===== src/rtl/uart_pkg.sv =====
// Shared UART definitions: byte width, bit timing and the bit-order helper
// used by the rx/tx path blocks.
package uart_pkg;

  localparam int UART_DATA_W         = 8;
  localparam int UART_CYCLES_PER_BIT = 10416;

  typedef logic [UART_DATA_W-1:0] uart_byte_t;

  // Swap bit order: bit 0 becomes bit 7 and so on.
  function automatic uart_byte_t bit_reverse8(input uart_byte_t d);
    uart_byte_t r;
    for (int i = 0; i < UART_DATA_W; i++) begin
      r[i] = d[UART_DATA_W-1-i];
    end
    return r;
  endfunction

endpackage : uart_pkg


===== src/rtl/uart_rx_fifo.sv =====
// First-word-fall-through byte FIFO between the UART receiver and the core.
// Captures one byte per rising edge of rx_send, optionally fixing bit order,
// and drops bytes with a sticky overflow flag only when truly full.
module uart_rx_fifo
  import uart_pkg::*;
#(
  parameter int DEPTH       = 16,  // power of two, >= 2
  parameter bit BIT_REVERSE = 1'b1
) (
  input  logic                       clk,
  input  logic                       rst,
  input  logic                       rx_send,
  input  logic [UART_DATA_W-1:0]     rx_data,
  output logic [UART_DATA_W-1:0]     out_data,
  output logic                       out_valid,
  input  logic                       out_ready,
  output logic [$clog2(DEPTH+1)-1:0] count,
  output logic                       full,
  output logic                       overflow,
  input  logic                       ovf_clear
);

  localparam int PTR_W = $clog2(DEPTH);
  localparam int CNT_W = $clog2(DEPTH+1);

  // Storage and control state
  uart_byte_t       mem_q [DEPTH];
  logic             send_q,     send_d;
  logic [PTR_W-1:0] wr_ptr_q,   wr_ptr_d;
  logic [PTR_W-1:0] rd_ptr_q,   rd_ptr_d;
  logic [CNT_W-1:0] count_q,    count_d;
  logic             full_q,     full_d;
  logic             valid_q,    valid_d;
  logic             overflow_q, overflow_d;

  logic       push_req;
  logic       push;
  logic       pop;
  logic       drop;
  uart_byte_t wr_byte;

  // Next-state logic: edge detect, push/pop arbitration, pointers, flags
  always_comb begin
    // NOTE: every always_comb output gets a default first so no path leaves
    // it unassigned, which would otherwise infer a latch.
    send_d     = rx_send;
    wr_ptr_d   = wr_ptr_q;
    rd_ptr_d   = rd_ptr_q;
    count_d    = count_q;

    push_req   = rx_send & ~send_q;
    pop        = valid_q & out_ready;
    // A pop in the same cycle frees the slot, so a full FIFO still accepts.
    push       = push_req & (~full_q | pop);
    drop       = push_req & full_q & ~pop;
    wr_byte    = BIT_REVERSE ? bit_reverse8(rx_data) : rx_data;

    if (push) wr_ptr_d = wr_ptr_q + PTR_W'(1);
    if (pop)  rd_ptr_d = rd_ptr_q + PTR_W'(1);

    unique case ({push, pop})
      2'b10:   count_d = count_q + CNT_W'(1);
      2'b01:   count_d = count_q - CNT_W'(1);
      default: count_d = count_q;
    endcase

    full_d     = (count_d == CNT_W'(DEPTH));
    valid_d    = (count_d != '0);
    // Set wins over a simultaneous clear so a drop is never hidden.
    overflow_d = drop | (overflow_q & ~ovf_clear);
  end

  // Control registers with synchronous reset
  always_ff @(posedge clk) begin
    // NOTE: sequential state uses non-blocking assignments so every flop
    // samples pre-edge values regardless of statement order.
    if (rst) begin
      send_q     <= 1'b0;
      wr_ptr_q   <= '0;
      rd_ptr_q   <= '0;
      count_q    <= '0;
      full_q     <= 1'b0;
      valid_q    <= 1'b0;
      overflow_q <= 1'b0;
    end else begin
      send_q     <= send_d;
      wr_ptr_q   <= wr_ptr_d;
      rd_ptr_q   <= rd_ptr_d;
      count_q    <= count_d;
      full_q     <= full_d;
      valid_q    <= valid_d;
      overflow_q <= overflow_d;
    end
  end

  // Byte storage write port
  always_ff @(posedge clk) begin
    // NOTE: the array has no reset; pointers and count define which entries
    // are live, and leaving it unreset lets it map onto distributed RAM.
    if (push) mem_q[wr_ptr_q] <= wr_byte;
  end

  // Outputs: head byte is masked to zero while the FIFO is empty
  always_comb begin
    out_data  = valid_q ? mem_q[rd_ptr_q] : '0;
    out_valid = valid_q;
    count     = count_q;
    full      = full_q;
    overflow  = overflow_q;
  end

endmodule : uart_rx_fifo


===== config.mk =====
export PLATFORM = sky130hd
export DESIGN_NAME = uart_rx_fifo
export DESIGN_NICKNAME = d
export VERILOG_FILES = /design/src/rtl/uart_pkg.sv /design/src/rtl/uart_rx_fifo.sv
export SDC_FILE = /design/constraint.sdc
export NUM_CORES = 1
export LEC_CHECK = 0
export ABC_AREA = 1
export CAP_MARGIN = 20
export CORE_AREA = 2 2 154 156
export CTS_BUF_LIST = sky130_fd_sc_hd__clkbuf_8 sky130_fd_sc_hd__clkbuf_16
export CTS_CLUSTER_DIAMETER = 120
export CTS_CLUSTER_SIZE = 40
export DETAILED_ROUTE_END_ITERATION = 6
export DIE_AREA = 0 0 156 158
export GPL_TIMING_DRIVEN = 0
export PLACE_DENSITY = 0.48
export SLEW_MARGIN = 0
export SYNTH_ARGS = -nofsm -noshare
export SYNTH_HDL_FRONTEND = slang
export SYNTH_SLANG_ARGS = --single-unit

===== constraint.sdc =====
create_clock -name clk -period 5.7 [get_ports clk]
set_input_delay 1.14 -clock clk [delete_from_list [all_inputs] [get_ports clk]]
set_output_delay 1.14 -clock clk [all_outputs]
set_load 0.02 [all_outputs]

==> results.md <==
* Outcome: finished, final reports clean
* Die outline width at 156 um
* Gr ovfl total at 0
* Synth top area share at between 60% and 70%
* Number of gates resized after cts at 0
* Mean Syn Cell Area at between 10 and 15 sq um
* Post-DP HPWL at ~11000 um
* Hold path startpoint: rd_ptr_q[3]$_SDFFE_PP0P_
* Path type of the worst min-delay path: reg -> reg
* N_diodes at 0
* Hold_buf cts at 0
* Synth area leader: edfxtp_1
* Max Freq at 256.1 MHz
* Adder-cell share of the synthesized area at under 10%
* FF-to-FF End: out_valid$_SDFF_PP0_
* CP max FO at 10
* Sequential fraction of the synthesis area at a little over two thirds
* Via/cell ratio at between 4 and 5
* Post-synthesis sequential element count at approximately 150
* Slew Limit Fails at 0
* Net Count, Synth at between 500 and 600
* Post-Place Worst Slack at 2114 ps
* Largest family of logic cells by synthesized area: simple AND/OR/NAND/NOR gates
* Layout overhead on the synthesized area at 20.71%
* Min Clock Period, post-route at approximately 3900 ps
* CTS tree: done
* Max clock buf depth at 2
* Setup crit end kind: output pin
* Initial antenna violation count at 0
* Setup ws final at roughly 1800 ps
* Worst path arrival time at between 2000 and 3000 ps
* PwrDens at 409.5 nW/um^2
* Share of cells above drive strength 1 at under 10%
* Min-Delay Endpoint: rd_ptr_q[3]$_SDFFE_PP0P_
* Starting Density at 26.63%
* Post-route cell area at about 7400 sq um
* Routed vias at ~4000
* Synth Area in XOR/XNOR at 0.1427%
* Num rows at 56
* Setup tns final at 0 ps
* Lkg Pwr at ~2.5 nW
* Max-slew headroom at the worst pin at approximately 40%
* Port Buffers at 27
* Max-cap viol count at 0
* Post-layout nets at a little under 600
* WL/cell at 18.03 um
* Drc violations at 0
* Pin count of the biggest net entering global routing at 17
* Post-synthesis mux area share at 0%
* Area after DPL at around 6800 sq um
* Post-Synth Simple-Gate Area at about an eighth
* R2R setup slack at approximately 3300 ps
* Crit Path Category: reg -> out
* Ranking of synthesized cells by area: edfxtp_1 (63%), nor2_1 (7.8%), dfxtp_1 (6.8%), o211ai_1 (3.9%), o21ai_0 (2.9%)
* Clock skew at 10.64 ps
* Die area at between 20000 and 25000 sq um
* WL final at about 16000 um
* Endpoints failing setup at 0
* Reg2Reg Depth at 14
* Worst-Skew Late Latency at about 430 ps
* Startpoint types: flip-flop
* Final Util at about a third
* Worst r2r src: out_valid$_SDFF_PP0_
* Top FF cell, synth: edfxtp_1
* Iter 0 DRT Violations at about 350
* WHS Path Cells at 1
* Post-DRT Antenna Nets at 0
* First-pass GRT wire length at 24140 um
* H-tree depth at 4
* Die Ht at 158 um
* Clk slew on worst S/H paths at roughly 60 ps
* Hold slack final at between 400 and 500 ps
* VDD IR max at roughly 210 uV
* GPL Wtd Cong at 0.8697
* CTS Buf Count at 17
* RSZ-0062 raised after global routing: false
* Post-CTS setup buffers at 0
* Vias in the first global route at 4064
* Final Total Pwr at around 3.0 mW
* Worst EP required at about 4600 ps
* EDFF count, synth at between 100 and 150
* Core Box Area at about 23000 sq um
* Worst Max-Slew Pin Slew at about 910 ps
* Final hold violation count at 0
* DR pass1 iterations at 5
* Cell count after placement at approximately 850
* Non-filler cells, final at roughly 880
* Ys async rst share at 0%
* Synth cell types at 24
* GRT Util Overall at about 14%
* Clock root buffer: clkbuf_16
* Mapped Area at a little over 6000 sq um
* Top-level I/O count at 29
* Period utilization at 68.51%
* Syn Inst Count at between 500 and 600
* # clock sinks at about 150
* Synth warnings at 0
* Compound-gate portion of the synthesized area at between 10% and 20%
-- cell type report --
type / instances / area (sq um)
Fill cell: 2273 / 15640
Sequential cell: 149 / 4264
Multi-Input combinational cell: 328 / 1588
Clock buffer: 25 / 603.1
Tap cell: 290 / 362.8
Timing Repair Buffer: 27 / 270.3
Buffer: 24 / 176.4
Inverter: 28 / 110.1
Clock inverter: 7 / 35.03
-- cell usage in the layout, fill, tap and decap left out, drive strengths merged --
master	n
a21oi	16
a32oi	1
buf	21
clkbuf	28
clkdlybuf4s50	27
clkinv	2
dfxtp	21
edfxtp	128
ha	8
inv	33
nand2	39
nand3	27
nand4	2
nor2	128
nor3	1
o211ai	32
o21a	1
o21ai	72
xor2	1
-- flip-flops by register name (all words and copies together), names as in the netlist, named ones only --
name / count
out_valid: 1
wr_ptr_q: 4
overflow: 1
mem_q: 128
count: 5
rd_ptr_q: 4
full: 1
send_q: 1
-- critical path: stages (launching register included) --
cell and delay, ps:
dfxtp_1 470, buf_2 290, o21ai_0 120, o211ai_1 350, nand3_1 120, a21oi_1 310
clkdlybuf4s50_1 670
-- logic make-up after synthesis --
kind of cell | count (synthesis)
AND/OR/NAND/NOR | 197
flip-flops | 149
AO/OA/AOI/OAI | 122
buffers and inverters | 52
adder cells (fa/ha/maj) | 8
XOR/XNOR | 1
-- synth_stat cells (7+ instances only) --
library cell    n
nand3_1        27
buf_6           7
ha_1            8
a21oi_1        16
edfxtp_1      128
o211ai_1       32
o21ai_1        36
o21ai_0        36
inv_1          26
nand2_1        39
dfxtp_1        21
nor2_1        127
buf_4           7
-- layer usage --
layer  share of wire, %  GRT usage [%]
met3                5.4          2.710
met5                  0              0
met1                 45          17.39
met2                 47          21.72
met4                3.2          7.165
-- where the power goes --
group          internal [mW]  total [mW]  switching, mW
clock network          0.731        1.15          0.419
logic                  0.228       0.634          0.406
registers               1.22        1.25         0.0320
total                   2.18        3.03          0.857
-- worst max-delay path by stage --
stage | startpoint | depth (start not counted) | slack, ps | to
finish | flip-flop | 6 | 1790 | out_data[1]
global placement | out_ready | 15 | 2130 | out_valid$_SDFF_PP0_
CTS | flip-flop | 6 | 1810 | out_data[1]
global route | flip-flop | 6 | 1670 | out_data[1]
floorplan | rx_send | 14 | 2910 | out_valid$_SDFF_PP0_
detailed placement | out_ready | 15 | 2110 | out_valid$_SDFF_PP0_
Note: power is estimated with default switching activity, not from simulation.
